<file path="src/rtl/mips_mc_control.sv">
// Multi-cycle MIPS control FSM with a request/ready memory handshake, a wait-state timeout fault and a debug state output.
// Optional performance counters (Cycle_Count, Instr_Count) are enabled by defining MC_PERF_CNT_EN.
module mips_mc_control #(
  parameter int MEM_TIMEOUT = 15,
  parameter int TO_W        = 4,
  parameter int FAULT_HALT  = 1
) (
  input  logic        i_clk,
  input  logic        i_reset_n,
  input  logic [5:0]  i_opcode,
  input  logic [5:0]  i_funct,
  input  logic        i_zero,
  input  logic        i_mem_ready,
  output logic        o_mem_req,
  output logic        o_mem_we,
  output logic        o_iord,
  output logic        o_ir_write,
  output logic        o_pc_write,
  output logic        o_reg_write,
  output logic [1:0]  o_reg_dstn,
  output logic [1:0]  o_mem_to_reg,
  output logic        o_alu_srca,
  output logic [1:0]  o_alu_srcb,
  output logic [2:0]  o_alu_op,
  output logic [1:0]  o_pc_source,
  output logic        o_fault,
  output logic [3:0]  o_state
`ifdef MC_PERF_CNT_EN
  ,
  output logic [31:0] o_cycle_count,
  output logic [31:0] o_instr_count
`endif
);

  typedef enum logic [3:0] {
    FETCH     = 4'd0,
    DECODE    = 4'd1,
    MEM_ADDR  = 4'd2,
    MEM_READ  = 4'd3,
    MEM_WB    = 4'd4,
    MEM_WRITE = 4'd5,
    R_EXEC    = 4'd6,
    R_WB      = 4'd7,
    BRANCH    = 4'd8,
    JUMP      = 4'd9,
    JAL       = 4'd10,
    JR        = 4'd11,
    ADDI_EXEC = 4'd12,
    ADDI_WB   = 4'd13,
    HALT      = 4'd15
  } state_t;

  localparam logic [5:0] OP_RTYPE = 6'b000000;
  localparam logic [5:0] OP_J     = 6'b000010;
  localparam logic [5:0] OP_JAL   = 6'b000011;
  localparam logic [5:0] OP_BEQ   = 6'b000100;
  localparam logic [5:0] OP_BNE   = 6'b000101;
  localparam logic [5:0] OP_ADDI  = 6'b001000;
  localparam logic [5:0] OP_LW    = 6'b100011;
  localparam logic [5:0] OP_SW    = 6'b101011;
  localparam logic [5:0] FN_JR    = 6'b001000;

  localparam logic [2:0] ALU_ADD   = 3'b000;
  localparam logic [2:0] ALU_SUB   = 3'b001;
  localparam logic [2:0] ALU_FUNCT = 3'b010;

  // The access times out on the wait cycle that would bring the counter to MEM_TIMEOUT.
  localparam logic [TO_W-1:0] TO_LAST = TO_W'(MEM_TIMEOUT - 1);

  state_t          r_state;
  state_t          w_next;
  logic [TO_W-1:0] r_wait_cnt;
  logic            r_fault;
  logic            w_fault;
  logic            w_mem_wait;
  logic            w_timeout;

  always_comb begin
    w_mem_wait = (r_state == FETCH) || (r_state == MEM_READ) || (r_state == MEM_WRITE);
    w_timeout  = w_mem_wait && !i_mem_ready && (r_wait_cnt == TO_LAST);
  end

  always_ff @(posedge i_clk) begin
    if (!i_reset_n) begin
      r_state    <= FETCH;
      r_wait_cnt <= '0;
      r_fault    <= 1'b0;
    end else begin
      r_state <= w_next;
      if (w_fault) r_fault <= 1'b1;
      if (w_fault || (w_next != r_state)) r_wait_cnt <= '0;
      else if (w_mem_wait && !i_mem_ready) r_wait_cnt <= r_wait_cnt + TO_W'(1);
    end
  end

  always_comb begin
    w_next  = r_state;
    w_fault = 1'b0;
    case (r_state)
      FETCH: begin
        if (i_mem_ready)    w_next  = DECODE;
        else if (w_timeout) w_fault = 1'b1;
      end
      DECODE: begin
        case (i_opcode)
          OP_LW, OP_SW:    w_next = MEM_ADDR;
          OP_RTYPE:        w_next = (i_funct == FN_JR) ? JR : R_EXEC;
          OP_BEQ, OP_BNE:  w_next = BRANCH;
          OP_ADDI:         w_next = ADDI_EXEC;
          OP_J:            w_next = JUMP;
          OP_JAL:          w_next = JAL;
          default:         w_fault = 1'b1;
        endcase
      end
      MEM_ADDR:  w_next = (i_opcode == OP_LW) ? MEM_READ : MEM_WRITE;
      MEM_READ: begin
        if (i_mem_ready)    w_next  = MEM_WB;
        else if (w_timeout) w_fault = 1'b1;
      end
      MEM_WRITE: begin
        if (i_mem_ready)    w_next  = FETCH;
        else if (w_timeout) w_fault = 1'b1;
      end
      R_EXEC:    w_next = R_WB;
      ADDI_EXEC: w_next = ADDI_WB;
      MEM_WB, R_WB, ADDI_WB, BRANCH, JUMP, JAL, JR: w_next = FETCH;
      HALT:      w_next = HALT;
      default:   w_next = FETCH;
    endcase
    if (w_fault) w_next = (FAULT_HALT != 0) ? HALT : FETCH;
  end

  always_comb begin
    o_mem_req    = 1'b0;
    o_mem_we     = 1'b0;
    o_iord       = 1'b0;
    o_ir_write   = 1'b0;
    o_pc_write   = 1'b0;
    o_reg_write  = 1'b0;
    o_reg_dstn   = 2'b00;
    o_mem_to_reg = 2'b00;
    o_alu_srca   = 1'b0;
    o_alu_srcb   = 2'b00;
    o_alu_op     = ALU_ADD;
    o_pc_source  = 2'b00;
    if (i_reset_n) begin
      case (r_state)
        FETCH: begin
          o_mem_req = 1'b1;
          if (i_mem_ready) begin
            o_ir_write = 1'b1;
            o_pc_write = 1'b1;
            o_alu_srcb = 2'b01;
          end
        end
        DECODE:   o_alu_srcb = 2'b11;
        MEM_ADDR: begin
          o_alu_srca = 1'b1;
          o_alu_srcb = 2'b10;
        end
        MEM_READ: begin
          o_mem_req = 1'b1;
          o_iord    = 1'b1;
        end
        MEM_WB: begin
          o_reg_write  = 1'b1;
          o_mem_to_reg = 2'b01;
        end
        MEM_WRITE: begin
          o_mem_req = 1'b1;
          o_mem_we  = 1'b1;
          o_iord    = 1'b1;
        end
        R_EXEC: begin
          o_alu_srca = 1'b1;
          o_alu_op   = ALU_FUNCT;
        end
        R_WB: begin
          o_reg_write = 1'b1;
          o_reg_dstn  = 2'b01;
        end
        ADDI_EXEC: begin
          o_alu_srca = 1'b1;
          o_alu_srcb = 2'b10;
        end
        ADDI_WB:  o_reg_write = 1'b1;
        BRANCH: begin
          o_alu_srca  = 1'b1;
          o_alu_op    = ALU_SUB;
          o_pc_source = 2'b01;
          o_pc_write  = ((i_opcode == OP_BEQ) && i_zero) || ((i_opcode == OP_BNE) && !i_zero);
        end
        JUMP: begin
          o_pc_write  = 1'b1;
          o_pc_source = 2'b10;
        end
        JAL: begin
          o_pc_write   = 1'b1;
          o_pc_source  = 2'b10;
          o_reg_write  = 1'b1;
          o_reg_dstn   = 2'b10;
          o_mem_to_reg = 2'b10;
        end
        JR: begin
          o_pc_write  = 1'b1;
          o_pc_source = 2'b11;
        end
        default: ;
      endcase
    end
  end

  assign o_fault = r_fault;
  assign o_state = r_state;

`ifdef MC_PERF_CNT_EN
  logic [31:0] r_cycle_count;
  logic [31:0] r_instr_count;

  always_ff @(posedge i_clk) begin
    if (!i_reset_n) begin
      r_cycle_count <= '0;
      r_instr_count <= '0;
    end else begin
      if (r_state != HALT) r_cycle_count <= r_cycle_count + 32'd1;
      if ((w_next == FETCH) && (r_state != FETCH) && !w_fault) r_instr_count <= r_instr_count + 32'd1;
    end
  end

  assign o_cycle_count = r_cycle_count;
  assign o_instr_count = r_instr_count;
`endif

endmodule
</file>
<file path="config.mk">
export PLATFORM = sky130hd
export DESIGN_NAME = mips_mc_control
export DESIGN_NICKNAME = d
export VERILOG_FILES = /design/src/rtl/mips_mc_control.sv
export SDC_FILE = /design/constraint.sdc
export NUM_CORES = 1
export LEC_CHECK = 0
export ABC_CLOCK_PERIOD_IN_PS = 2200
export CORE_MARGIN = 2
export CORE_UTILIZATION = 44
export DETAILED_ROUTE_END_ITERATION = 7
export HOLD_SLACK_MARGIN = 0.08
export MAX_ROUTING_LAYER = met4
export PLACE_DENSITY = 0.77
export SYNTH_ARGS = -nofsm -noshare
export SYNTH_HDL_FRONTEND = slang
export SYNTH_SLANG_ARGS = --single-unit
</file>
<file path="constraint.sdc">
create_clock -name i_clk -period 2.2 [get_ports i_clk]
set_clock_uncertainty 0.1 [all_clocks]
set_input_delay 0.44 -clock i_clk [delete_from_list [all_inputs] [get_ports i_clk]]
set_output_delay 0.44 -clock i_clk [all_outputs]
set_load 0.005 [all_outputs]
</file>
==> results.cfg <==
[run_status]
status = finished clean

[sta]
fmax_ghz = 0.460
slew_viol_final = 0
final_hold_viol_count = 0
final.setup.tns_ps = 0
finalSetupViolations = 0
finalCritPeriodShare_pct = 98.9
finalCriticalPeriod_ps = 2180
rsz0062_at_grt = true

[global_routing]
grt.total_usage_pct = 29.2
grt_pass1_wl_um = 5940
use_met2_pct = 51.7
grt.overflow.total = 0
grt_pass1_vias = 1366
grt_util_met3_pct = 3.67
grt_start_max_net_pins = 16
grt_antenna_before_repair = 0
globalRouteMet1Util_pct = 35.4
top_usage_layer = met2

[setup_path]
worst-setup-path-type = primary input to output pin
cp.required_ps = 1660
r2r_end = r_wait_cnt[1]$_SDFFE_PP0N_
cpMostUsedCell = buf_4
worstPathArrival_ps = 1640
r2r_start = o_state[1]$_SDFF_PN0_
regToRegSetupSlack_ps = 120
critPathLaunchType = primary input
slowest_stage = clkdlybuf4s50_1
worst-path-stages = 6
max_stage_delay_ps = 490
worstPathMaxFanout = 4
cp-end-kind = output pin
critPathTopFamily = buffers and inverters
critPathBufInv = 5
crit_chain = clkdlybuf4s50_1, inv_2, buf_4, buf_4, a21oi_1, dlygate4sd2_1
critical_path.endpoint = o_reg_write
crit_start = i_reset_n
reg2reg_depth = 8

[finish]
syn_to_final_growth_pct = 70.7
finish.net_count = 238
utilization_pct = 80.6
antenna_cells = 0
drive_gt1_share_pct = 40.2

[place]
dpl.hpwl_um = 2710
io_buffers = 37
routabilityCongestion = 0.886

[synth]
synth_area_leaders = dfxtp_1, nor2_1, a21oi_1
synth_edf_count = 0
ys_ff_latch = 9
synth.most_common_cell = nor2_1
avgSynthCellArea_um2 = 7.50
ys_seq_area_share_pct = 16.9
syn_inst = 142
synth_area_um2 = 1060
synthFlopType = dfxtp_1
syn-num-nets = 160
yosys-top-cells-count = nor2_1, nand2_1, a21oi_1, dfxtp_1, nor3_1
synth.distinct_cells = 49
async_flop_share_pct = 0
yosysTopAreaCellShare_pct = 16.9
yosys_warnings = 0
yosysTopAreaCell = dfxtp_1

[die]
initial_core_util_pct = 47.2
core-area_um2 = 2250
dieArea_um2 = 2830
die_h_um = 53.2
die_w_um = 53.2
ioPinCount = 39
num_rows = 17

[job]
cap_violations = 0

[detailed_routing]
antenna_left = 0
wl_per_cell_um = 14.9
firstDrtPassIters = 4
routed-via-count = 1411
drc_errors = 0
wirelength_um = 3670
drt_iter0_markers = 40
vias_per_cell = 5.71

[power]
power.density_nw_per_um2 = 1070
p_leak_nw = 0.817
ir_drop_uv = 1080
power.total_mw = 1.94

[worst_hold_path]
hp-class = flip-flop to flip-flop
hold_start = o_fault$_SDFFE_PN0P_

[cts]
hold_buffers = 0
cts_made_buffers = 3
clk_latency_ps = 260
clockBufferDepth = 2
root_buffer = clkbuf_4
cts_tree = built
clkSinkCount = 9
htreeDepth = 1
clkTransAtPathRegs_ps = 60
-- report_power, final --
| group | switching (mW) | internal (mW) |
|---|---|---|
| Sequential | 0.0801 | 0.223 |
| Clock | 0.0571 | 0.0698 |
| Combinational | 0.708 | 0.806 |
-- tightest hold or removal path: cells and delay by family (launching register included) --
family	cells	cell delay, ps
flops	1	310
buf+inv	1	50
compound gates	1	50
-- stage by stage --
stage / cells / setup WS (ps) / hold WS (ps) / area, um^2
floorplan: 142 / 165 / 342 / 1060
global placement: 235 / -727 / 340 / 1700
detailed placement: 235 / -777 / 345 / 1700
CTS: 246 / -26.2 / 354 / 1810
global route: 247 / -39.7 / 358 / 1820
finish: 247 / 24.5 / 352 / 1820
-- worst min path at each step --
stage / to / cells past startpoint
floorplan: o_fault$_SDFFE_PN0P_ / 2
global placement: o_fault$_SDFFE_PN0P_ / 2
detailed placement: o_fault$_SDFFE_PN0P_ / 2
CTS: o_fault$_SDFFE_PN0P_ / 2
global route: o_fault$_SDFFE_PN0P_ / 2
finish: o_fault$_SDFFE_PN0P_ / 2
-- registers in the layout (all words and copies together) (netlist names) --
signal / cells
o_state: 4
o_fault: 1
r_wait_cnt: 4
-- placed cells by master (no fill, tap or decap), types with 3 or more instances in the layout --
cell type,netlist,routed
a21oi_1,9,8
nor2b_1,3,3
nand2b_1,5,4
nand3_2,2,3
xor2_1,3,3
buf_2,1,5
nand3_1,4,3
inv_1,6,5
nand2_1,11,10
nor2_1,17,15
or3_1,3,3
clkbuf_4,0,3
dfxtp_1,9,5
o21ai_0,6,6
clkbuf_2,0,5
clkdlybuf4s50_1,0,12
a31oi_1,5,5
dlygate4sd2_1,0,12
buf_4,5,42
nor3_1,8,6
-- area by class of cell --
type	instances	area (um^2)
inverters	7	26.3
well taps	28	35.0
flip-flops and latches	9	190
repair buffers	83	683
clock buffers	4	26.3
fillers	153	437
multi-input cells	116	857
-- per-layer routing --
layer  wire (um)  vias up
met5           0        -
met4          66        0
met3         308       10
met2        1740       85
met1        1560      638
li1            -      678
-- cell families (layout without fill, tap and decap cells) --
logic type,count (synthesis),in the layout,share of synthesized area [%]
compound gates,38,38,26.4
xor+xnor,6,6,5.64
fa+ha+maj,2,2,2.35
buf+inv,17,94,8.58
flops,9,9,16.9
mux,1,1,1.29
other cells,1,1,0.352
simple gates,68,68,38.4
-- what timing repair did --
item,4_1_cts,5_1_grt
setup buffers,7,1
gates resized for setup,60,17
pin swaps,7,8
setup endpoints to repair,21,9
Note: power is estimated with default switching activity, not from simulation.
==> edit 1, RTL diff (config.mk and constraints unchanged) <==
Change the parameter `MEM_TIMEOUT` from 15 to 11.
--- a/src/rtl/mips_mc_control.sv
+++ b/src/rtl/mips_mc_control.sv
@@ -1,7 +1,7 @@
 // Multi-cycle MIPS control FSM with a request/ready memory handshake, a wait-state timeout fault and a debug state output.
 // Optional performance counters (Cycle_Count, Instr_Count) are enabled by defining MC_PERF_CNT_EN.
 module mips_mc_control #(
-  parameter int MEM_TIMEOUT = 15,
+  parameter int MEM_TIMEOUT = 11,
   parameter int TO_W        = 4,
   parameter int FAULT_HALT  = 1
 ) (
Function: no difference found for any inputs over 10 cycles, from zero or initial values and one cycle with i_reset_n low; that may be too few to reach the edited logic, so the function may still have changed.
==> edit 1 against the original RTL <==
Fmax fell by 0.60%. Largest power group unchanged. Sequential cell count did not move. Power fell by 13%. Synthesized area increased by 10%. Global-route usage shrank 3.7 points. Critical path type is now in -> reg. Design area up 4.3%. Via count is essentially flat. Worst setup slack lost 0.013 ns. Count of clock-buffer cells in the layout fell by 1. Wire length increased by 5.3%.
==> edit 1: results <==
# TYPE chip_impl_metric gauge
chip_impl_metric{name="met3WireLength",unit="um"} 223
chip_impl_metric{name="worst_hold_path.num_cells",unit=""} 1
chip_impl_metric{name="dp_cells",unit=""} 242
chip_impl_metric{name="gp_routability_congestion",unit=""} 0.920
chip_impl_metric{name="postCtsSetupBuffers",unit=""} 3
chip_impl_info{name="netlist_top_cells_count",value="sky130_fd_sc_hd__nor2_1, sky130_fd_sc_hd__nand2_1, sky130_fd_sc_hd__nor3_1"} 1
chip_impl_metric{name="cts_resized",unit=""} 33
chip_impl_metric{name="syn_area_per_cell",unit="um2"} 7.76
chip_impl_metric{name="critical_path.max_fanout",unit=""} 6
chip_impl_metric{name="detailed_place_hpwl",unit="um"} 2980
chip_impl_info{name="largest_cells_by_area_after_synthesis",value="sky130_fd_sc_hd__dfxtp_1, sky130_fd_sc_hd__nor2_1, sky130_fd_sc_hd__xnor2_1"} 1
chip_impl_metric{name="wl_met2",unit="um"} 1960
chip_impl_metric{name="drt_iter0_drc",unit=""} 47
chip_impl_metric{name="wire_per_inst",unit="um"} 15.3
chip_impl_metric{name="power.leakage",unit="nW"} 0.836
chip_impl_metric{name="synth-seq-area-share",unit=""} 0.154
chip_impl_metric{name="final_cell_count_no_fill",unit=""} 253
chip_impl_metric{name="grt_first_pass_wirelength",unit="um"} 6230
chip_impl_metric{name="synth_compound_area_frac",unit=""} 0.275
chip_impl_metric{name="dpl_cell_area",unit="um2"} 1800
chip_impl_metric{name="number_of_unique_standard_cell_types_used_by_synthesis",unit=""} 52
chip_impl_metric{name="cp.arrival",unit="ns"} 2.28
chip_impl_metric{name="clk_pin_slew",unit="ns"} 0.08
chip_impl_metric{name="yosys.area_share.xor_xnor",unit=""} 0.0737
chip_impl_metric{name="r2r.worst_path.cells",unit=""} 7
chip_impl_metric{name="muxShareOfSynthArea",unit=""} 0.00855
chip_impl_metric{name="drive_above_1_share",unit=""} 0.344
chip_impl_info{name="run_status",value="finished clean"} 1
[edit 1: changes by cell type in the layout (fill, tap and decap cells not counted), sizes merged, moves of 4 or more]
cell,unedited run,this run
buf,51,43
clkbuf,9,3
xnor2,3,7
dlygate4sd2,12,17
nor2,17,24
[edit 1: cell type report]
type,count,area (um2),share of cell area
Sequential cell,9,193,0.102
Inverter,5,18.8,0.00989
Timing Repair Buffer,79,694,0.366
Antenna cell,2,5.00,0.00264
Clock buffer,3,22.5,0.0119
Multi-Input combinational cell,124,921,0.485
Tap cell,30,37.5,0.0198
Clock inverter,1,5.00,0.00264
[edit 1: per-layer routing]
metal,vias up,GRT usage
li1,678,-
met1,652,0.302
met2,65,0.437
met3,15,0.0256
met4,0,0.115
met5,-,-
[edit 1: where the power goes]
group	internal, mW	switching (mW)	leakage, nW
Clock	0.0674	0.0750	0.0177
Combinational	0.680	0.602	0.742
Sequential	0.212	0.0631	0.0758
Total	0.960	0.740	0.836
[edit 1: worst max-delay path: cells and delay by family]
family,cells,cell delay [ns]
buffers and inverters,2,0.65
AOI/OAI and AO/OA,2,0.55
and+or+nand+nor,3,0.63
[edit 1: final timing paths]
| path | end | start | slack, ns |
|---|---|---|---|
| worst max register to register | r_wait_cnt[2] | o_state[0] | 0.13 |
| worst max-delay path | r_wait_cnt[2] | i_opcode[0] | 0.01 |
| worst min-delay path | o_fault | o_fault | 0.38 |
| worst min register to register | o_fault | o_fault | 0.38 |
[edit 1: logic make-up (layout without fill, tap and decap cells)]
group,Yosys count,count (layout)
buffers and inverters,18,88
and+or+nand+nor,75,75
DFF,9,9
adders and majority gates,2,2
other,1,3
xor gates and xnor gates,9,9
AOI/OAI and AO/OA,36,36
muxes,1,1
==> edit 2, RTL diff (config.mk and constraints unchanged) <==
Without the edit above. Put one more register stage on the output `o_fault`. The value now appears one clock later. The other outputs are not delayed to match.
--- a/src/rtl/mips_mc_control.sv
+++ b/src/rtl/mips_mc_control.sv
@@ -210,7 +210,9 @@
     end
   end
 
-  assign o_fault = r_fault;
+  always_ff @(posedge i_clk) begin
+    o_fault <= r_fault;
+  end
   assign o_state = r_state;
 
 `ifdef MC_PERF_CNT_EN
Check against the original RTL: not equivalent (a bounded check fails within 4 cycles, from zero or initial values and one cycle with i_reset_n low).
==> edit 2 against the original RTL <==
The flow now finishes with violations (negative setup slack). Power rose by 15%. Synthesized area decreased by 1.9%. Worst setup slack lost 0.034 ns. Critical path depth down 2. Non-clock buffer count increased by 2. Synthesized cell count increased by 2.8%. Cell count is 2.4% higher. Wire length increased by 5.1%. Sequential cell count grew 1. Design area up 6.1%.
==> edit 2: results <==
# TYPE chip_impl_metric gauge
chip_impl_metric{name="yosys.area_share.xor_xnor",unit=""} 0.0671
chip_impl_metric{name="synth_compound_area_frac",unit=""} 0.246
chip_impl_metric{name="coreArea",unit="um2"} 2230
chip_impl_metric{name="grtUsageMet1",unit=""} 0.320
chip_impl_metric{name="clock_latency",unit="ns"} 0.28
chip_impl_metric{name="fraction_of_cell_area_in_non_clock_buffers",unit=""} 0.376
chip_impl_metric{name="initial_antenna_violation_count",unit=""} 1
chip_impl_metric{name="final_cell_count_no_fill",unit=""} 253
chip_impl_metric{name="synth-seq-area-share",unit=""} 0.192
chip_impl_metric{name="synthCells",unit=""} 146
chip_impl_metric{name="vias",unit=""} 1407
chip_impl_metric{name="nNetsFinal",unit=""} 243
chip_impl_metric{name="numSequentialCells",unit=""} 10
chip_impl_metric{name="dpl_cell_area",unit="um2"} 1660
chip_impl_metric{name="num-fill-cells",unit=""} 125
chip_impl_metric{name="grt_first_pass_wirelength",unit="um"} 5490
chip_impl_info{name="worst_setup_path_startpoint",value="o_state[0]"} 1
chip_impl_metric{name="postRouteWirelength",unit="um"} 3860
chip_impl_metric{name="synth_fp_nets",unit=""} 164
chip_impl_metric{name="setup_viol",unit=""} 1
chip_impl_metric{name="totalNegativeSetupSlack",unit="ns"} -0.00953
chip_impl_metric{name="met3WireLength",unit="um"} 272
chip_impl_metric{name="vias_in_the_first_global_route",unit=""} 1221
chip_impl_metric{name="gp_routability_congestion",unit=""} 0.844
chip_impl_info{name="run_status",value="complete, but fails checks"} 1
chip_impl_metric{name="drt_iter0_drc",unit=""} 50
chip_impl_metric{name="drive_above_1_share",unit=""} 0.388
chip_impl_metric{name="muxShareOfSynthArea",unit=""} 0.0192
chip_impl_metric{name="fin_worst_setup_slack",unit="ns"} -0.00953
chip_impl_metric{name="final.signal_inverter_count",unit=""} 6
chip_impl_metric{name="critical_path.max_fanout",unit=""} 11
chip_impl_info{name="violations",value="negative setup slack"} 1
chip_impl_metric{name="wl_met2",unit="um"} 1890
chip_impl_metric{name="clkCellAreaFrac",unit=""} 0.0188
chip_impl_info{name="largest_cells_by_area_after_synthesis",value="sky130_fd_sc_hd__dfxtp_1, sky130_fd_sc_hd__nor2_1, sky130_fd_sc_hd__xnor2_1"} 1
chip_impl_metric{name="met1_length",unit="um"} 1570
chip_impl_metric{name="seqAreaFraction",unit=""} 0.110
==> edit 2: changes by cell type in the layout (fill, tap and decap cells not counted), sizes merged, moves of 3 or more <==
cell           delta
and2              +7
clkbuf            -5
clkdlybuf4s15     +3
dlygate4sd2       +4
nand3             -3
nor2              +5
nor3              -3
o2111ai           +3
o21ai             -3
xnor2             +3
==> edit 2: cell families (layout without fill, tap and decap cells) <==
| group | count (synthesis) | after routing |
|---|---|---|
| AO/OA/AOI/OAI | 34 | 34 |
| AND/OR/NAND/NOR | 72 | 72 |
| XOR/XNOR | 8 | 8 |
| other | 1 | 2 |
| flip-flops | 10 | 10 |
| adder cells (fa/ha/maj) | 2 | 2 |
| buffers and inverters | 17 | 95 |
| multiplexers | 2 | 2 |
==> edit 2: where the power goes <==
group | leakage (nW) | switching [mW] | internal [mW]
sequential | 0.0840 | 0.0918 | 0.252
clock | 0.0210 | 0.0658 | 0.101
combinational | 0.793 | 0.808 | 0.915
==> edit 2: timing repair <==
action | 4_1_cts | 5_1_grt
pin swaps | 14 | 7
gates cloned | 0 | 0
hold buffers | 0 | 0
resized for setup | 65 | 15
buffers inserted | 10 | 4
setup endpoints to repair | 21 | 13
==> edit 2: path summary, 6_finish.rpt <==
path / end / slack, ns / depth (start not counted)
setup / recovery: o_pc_source[1] / -0.01 / 4
hold / removal: o_fault / 0.26 / 0
setup reg to reg: r_wait_cnt[2] / 0.05 / 9
hold reg to reg: o_fault / 0.26 / 0
==> edit 2: critical path, stage by stage, from the launching register on <==
cell and delay, ns:
sky130_fd_sc_hd__dfxtp_2 0.49, sky130_fd_sc_hd__buf_4 0.19, sky130_fd_sc_hd__nor2_4 0.05, sky130_fd_sc_hd__nor2_1 0.14
sky130_fd_sc_hd__clkdlybuf4s50_1 0.52
